[config.mk]
export PLATFORM = sky130hd
export DESIGN_NAME = rgb_led_sched
export DESIGN_NICKNAME = d
export VERILOG_FILES = /design/src/rtl/rgb_led_sched.sv
export SDC_FILE = /design/constraint.sdc
export NUM_CORES = 1
export LEC_CHECK = 0
export CAP_MARGIN = 20
export CORE_UTILIZATION = 40
export CTS_BUF_LIST = sky130_fd_sc_hd__clkbuf_4 sky130_fd_sc_hd__clkbuf_8
export CTS_CLUSTER_SIZE = 8
export DETAILED_ROUTE_END_ITERATION = 7
export GPL_ROUTABILITY_DRIVEN = 0
export PLACE_DENSITY_LB_ADDON = 0.1
export SLEW_MARGIN = 30
export SYNTH_ARGS = -nofsm -noshare
export SYNTH_HDL_FRONTEND = slang
export SYNTH_SLANG_ARGS = --single-unit
[constraint.sdc]
create_clock -name clk -period 4.4 [get_ports clk]
set_input_delay 0.66 -clock clk [delete_from_list [all_inputs] [get_ports clk]]
set_output_delay 0.66 -clock clk [all_outputs]
set_load 0.05 [all_outputs]
[src/rtl/rgb_led_sched.sv]
// Round-robin scheduler that shares one RGB LED among NREQ requesters.
// Each grant shows its color as PWM for DWELL cycles, then the LED stays dark for GAP cycles.
module rgb_led_sched #(
    parameter int NREQ     = 3,
    parameter int PWM_BITS = 8,
    parameter int DWELL    = 12000000,
    parameter int GAP      = 1200000
) (
    input  logic                         clk,
    input  logic                         rst_n,
    input  logic [NREQ-1:0]              req,
    input  logic [NREQ*3*PWM_BITS-1:0]   req_color,
    output logic [NREQ-1:0]              grant,
    output logic [NREQ-1:0]              done,
    output logic                         r,
    output logic                         g,
    output logic                         b,
    output logic                         busy
);
    // state  | meaning
    // S_IDLE | LED dark, arbitrating among pending requests
    // S_SHOW | grant held, LED shows the latched color for DWELL cycles
    // S_GAP  | LED dark between grants; a normal finish adds its done cycle here

    localparam int          LW       = (NREQ > 1) ? $clog2(NREQ) : 1;
    localparam int          CW       = 3 * PWM_BITS;
    localparam logic [23:0] DWELL_LD = 24'(DWELL - 1);
    localparam logic [23:0] GAP_LD   = 24'(GAP);
    localparam logic [23:0] GAP_AB   = (GAP > 0) ? 24'(GAP - 1) : 24'd0;

    typedef enum logic [1:0] {S_IDLE, S_SHOW, S_GAP} state_t;

    state_t                state;
    logic [PWM_BITS-1:0]   pwm_cnt;
    logic [PWM_BITS-1:0]   pwm_nxt;
    logic [PWM_BITS-1:0]   duty_r, duty_g, duty_b;
    logic [23:0]           tmr;
    logic [LW-1:0]         last_grant;
    logic [LW-1:0]         cur;
    logic                  sel_valid;
    logic [LW-1:0]         sel_idx;
    logic [LW-1:0]         cand;
    logic [CW-1:0]         sel_color;

    function automatic logic [NREQ-1:0] onehot(input logic [LW-1:0] i);
        logic [NREQ-1:0] oh;
        oh    = '0;
        oh[i] = 1'b1;
        return oh;
    endfunction

    assign pwm_nxt = pwm_cnt + 1'b1;
    assign busy    = (state != S_IDLE);

    // Search starts just after last_grant so every requester gets a turn.
    always_comb begin
        sel_valid = 1'b0;
        sel_idx   = '0;
        cand      = '0;
        for (int i = 1; i <= NREQ; i++) begin
            cand = LW'((int'(last_grant) + i) % NREQ);
            if (!sel_valid && req[cand]) begin
                sel_valid = 1'b1;
                sel_idx   = cand;
            end
        end
        sel_color = req_color[sel_idx*CW +: CW];
    end

    // PWM outputs are registered against pwm_nxt so they line up with pwm_cnt.
    always_ff @(posedge clk or negedge rst_n) begin
        if (!rst_n) begin
            state      <= S_IDLE;
            pwm_cnt    <= '0;
            duty_r     <= '0;
            duty_g     <= '0;
            duty_b     <= '0;
            tmr        <= '0;
            last_grant <= LW'(NREQ - 1);
            cur        <= '0;
            grant      <= '0;
            done       <= '0;
            r          <= 1'b0;
            g          <= 1'b0;
            b          <= 1'b0;
        end else begin
            pwm_cnt <= pwm_nxt;
            done    <= '0;
            case (state)
                S_IDLE: begin
                    if (sel_valid) begin
                        state  <= S_SHOW;
                        cur    <= sel_idx;
                        duty_r <= sel_color[CW-1 -: PWM_BITS];
                        duty_g <= sel_color[2*PWM_BITS-1 -: PWM_BITS];
                        duty_b <= sel_color[PWM_BITS-1:0];
                        grant  <= onehot(sel_idx);
                        tmr    <= DWELL_LD;
                        r      <= (pwm_nxt < sel_color[CW-1 -: PWM_BITS]);
                        g      <= (pwm_nxt < sel_color[2*PWM_BITS-1 -: PWM_BITS]);
                        b      <= (pwm_nxt < sel_color[PWM_BITS-1:0]);
                    end else begin
                        grant <= '0;
                        r     <= 1'b0;
                        g     <= 1'b0;
                        b     <= 1'b0;
                    end
                end
                S_SHOW: begin
                    if (!req[cur] || tmr == 24'd0) begin
                        grant      <= '0;
                        r          <= 1'b0;
                        g          <= 1'b0;
                        b          <= 1'b0;
                        last_grant <= cur;
                        state      <= (GAP == 0) ? S_IDLE : S_GAP;
                        if (!req[cur]) begin
                            tmr <= GAP_AB;
                        end else begin
                            done <= onehot(cur);
                            tmr  <= GAP_LD;
                        end
                    end else begin
                        tmr <= tmr - 1'b1;
                        r   <= (pwm_nxt < duty_r);
                        g   <= (pwm_nxt < duty_g);
                        b   <= (pwm_nxt < duty_b);
                    end
                end
                S_GAP: begin
                    grant <= '0;
                    r     <= 1'b0;
                    g     <= 1'b0;
                    b     <= 1'b0;
                    if (tmr == 24'd0) begin
                        state <= S_IDLE;
                    end else begin
                        tmr <= tmr - 1'b1;
                    end
                end
                default: state <= S_IDLE;
            endcase
        end
    end

endmodule
==> results_dict.tcl <==
set metrics [dict create \
    outcome "finished clean" \
    grt_pass1_wl_mm 26.5 \
    crit_fanout 10 \
    rsz0062_at_grt "no" \
    antenna_cells 0 \
    grt_pass1_vias 5241 \
    gr-total-overflow 0 \
    io_pins 87 \
    layout_common_cells "85 x clkdlybuf4s50_1, 82 x nand2_1, 70 x dfrtp_1" \
    holdCritPathClass "input port to asynchronous set/reset pin" \
    maxCapViolations 0 \
    cp-end-kind "flip-flop" \
    cts_hold_buffers 0 \
    regToRegSetupSlack_ns 0.38 \
    relSlewSlack 0.379 \
    first_pass_iters 5 \
    synth_flop_cell "dfrtp_1" \
    yosysSeqAreaShare 0.317 \
    grt_max_degree 38 \
    cts_tree "built" \
    netlist_area_sq_um 5600 \
    crit_type "flip-flop to flip-flop" \
    drc_errors 0 \
    antenna_found_initial 0 \
    drt_iter0_markers 347 \
    core_area_sq_um 13500 \
    hold_viol 0 \
    htreeDepth 3 \
    fin_cells 905 \
    routed_wl_mm 16.3 \
    cp-endpoint "b" \
    power.leakage_nw 3.02 \
    clk_pin_slew_ns 0.08 \
    finalCritPeriodShare 0.914 \
    worst_pin_slew_ns 0.929 \
    placedInstanceArea_sq_um 6710 \
    yosys_warnings 0 \
    ctsRootBufferMaster "clkbuf_8" \
    arrival_ns 4.31 \
    synth_nets 766 \
    final_nets 854 \
    dieArea_sq_um 14500 \
    ys_ff_latch 71 \
    initial_core_util 0.416 \
    rows 42 \
    numPortBuffers 86 \
    drive_gt1_frac 0.0905 \
    num_vias 5297 \
    die_h_um 120 \
    vias_per_cell 5.85 \
    drtAntennaViolNets 0 \
    dieWidth_um 120 \
    synth.distinct_cells 64 \
    synth.avg_cell_area_sq_um 8.81 \
    dp.cells 887 \
    r2r.worst_path.cells 16 \
    tns_ns 0 \
    ir_drop_mv 0.363 \
    clk_path_buf_depth 2 \
    power_density_nw_per_um2 741 \
    finalSetupViolations 0 \
    critPathLaunchType "flip-flop" \
    insertion_delay_ns 0.37 \
    hpwl_mm 12.2 \
    grtUsageTotal 0.236 \
    cp.required_ns 4.69 \
    fin_area_sq_um 6990 \
    cts_buffers 9 \
    skew_ns 0.00388 \
    area_growth_pct 24.8 \
    post-route-util 0.520 \
    synth_edf_count 0 \
    cp-startpoint "last_grant[0]" \
    wl_per_cell_um 18.0 \
    netlist_instances 636 \
    fin_crit_ns 4.02 \
    r2r_start "last_grant[0]" \
    async_flop_share 1.00 \
    maxSlewViolCount 0 \
    mostFrequentLayoutCell "clkdlybuf4s50_1" \
    cts_sinks 71 \
    fmax_mhz 249 \
    r2r-end "b" \
]
cells by family after synthesis:
kind of cell             after synthesis  share of synthesized area
adder cells (fa/ha/maj)               53                      0.118
flip-flops                            71                      0.317
buffers and inverters                 75                     0.0556
AND/OR/NAND/NOR                      193                      0.176
XOR/XNOR                               6                    0.00938
multiplexers                          35                     0.0650
AO/OA/AOI/OAI                        203                      0.258
per-layer routing:
metal / part of all wire / track usage / vias up / wire length, um
li1: - / - / 2552 / -
met1: 0.47 / 0.320 / 2545 / 7590
met2: 0.45 / 0.371 / 171 / 7360
met3: 0.058 / 0.0392 / 29 / 948
met4: 0.026 / 0.103 / 0 / 425
met5: 0 / 0 / - / 0
synthesized netlist by cell type (9+ instances only):
master | count | area share
o21ai_0 | 38 | 0.034
and3_1 | 9 | 0.010
nand2_1 | 82 | 0.055
mux2i_1 | 27 | 0.048
o21a_1 | 29 | 0.039
dfrtp_1 | 70 | 0.31
nor3_1 | 11 | 0.0098
clkbuf_1 | 20 | 0.013
o31ai_1 | 10 | 0.013
nor2_1 | 25 | 0.017
a21oi_1 | 21 | 0.019
nand2b_1 | 9 | 0.010
o221ai_1 | 21 | 0.033
ha_1 | 53 | 0.12
a22o_1 | 11 | 0.017
inv_1 | 44 | 0.029
nand3_1 | 14 | 0.013
state kept, by name, summed over array words and instances, names as in the netlist, 2 cells and up:
signal,cells
cur,2
done,3
duty_b,8
duty_g,8
duty_r,8
grant,3
last_grant,2
pwm_cnt,8
state,2
tmr,24
critical path, cell delays in order (launching register included):
cell	delay [ns]
dfrtp_1	0.40
inv_1	0.08
ha_1	0.46
mux2_4	0.35
a21bo_2	0.25
nor2_1	0.23
o22ai_4	0.11
buf_12	0.15
buf_4	0.17
mux2i_1	0.14
o21a_1	0.18
ha_1	0.32
a221oi_1	0.28
o21ai_0	0.19
nor3_1	0.26
o2111ai_1	0.19
o211ai_1	0.16
layout make-up:
type                       count  area [sq um]
tap                          176           220
clock buffer                  11           145
fill                        1339          6460
multi-input combinational    490          3540
clock inverter                 5           105
sequential                    71          1780
inverter                      44           165
timing repair buffer         108          1040
report_power, final:
group | total (W) | switching, W | leakage (nW) | internal [W]
Combinational | 0.00335 | 0.00192 | 2.04 | 0.00144
Sequential | 0.00115 | 0.000228 | 0.866 | 0.000921
Clock | 0.000679 | 0.000281 | 0.119 | 0.000399
timing repair:
item                                    in CTS  in global routing
endpoints found under the setup margin       0                  1
gates resized for setup                      0                  1
setup buffers                                0                  2
worst min-delay path by stage:
stage	to	slack, ns	depth (start not counted)	startpoint
floorplan	b	0.36	0	rst_n
global placement	duty_r[0]	0.47	2	duty_r[0]
detailed placement	duty_g[2]	0.47	2	duty_g[2]
CTS	duty_r[3]	0.43	1	rst_n
global route	tmr[6]	0.29	1	rst_n
finish	tmr[17]	0.26	1	rst_n
through the flow:
step           hold slack, ns  setup WS [ns]  power (W)
2_1_floorplan           0.364          0.437    0.00355
3_3_place_gp            0.469          0.237    0.00435
3_5_place_dp            0.474          0.108    0.00442
4_1_cts                 0.435          0.225    0.00512
5_1_grt                 0.287         0.0705    0.00562
6_report                0.257          0.379    0.00518
(Power assumes the default switching activity.)
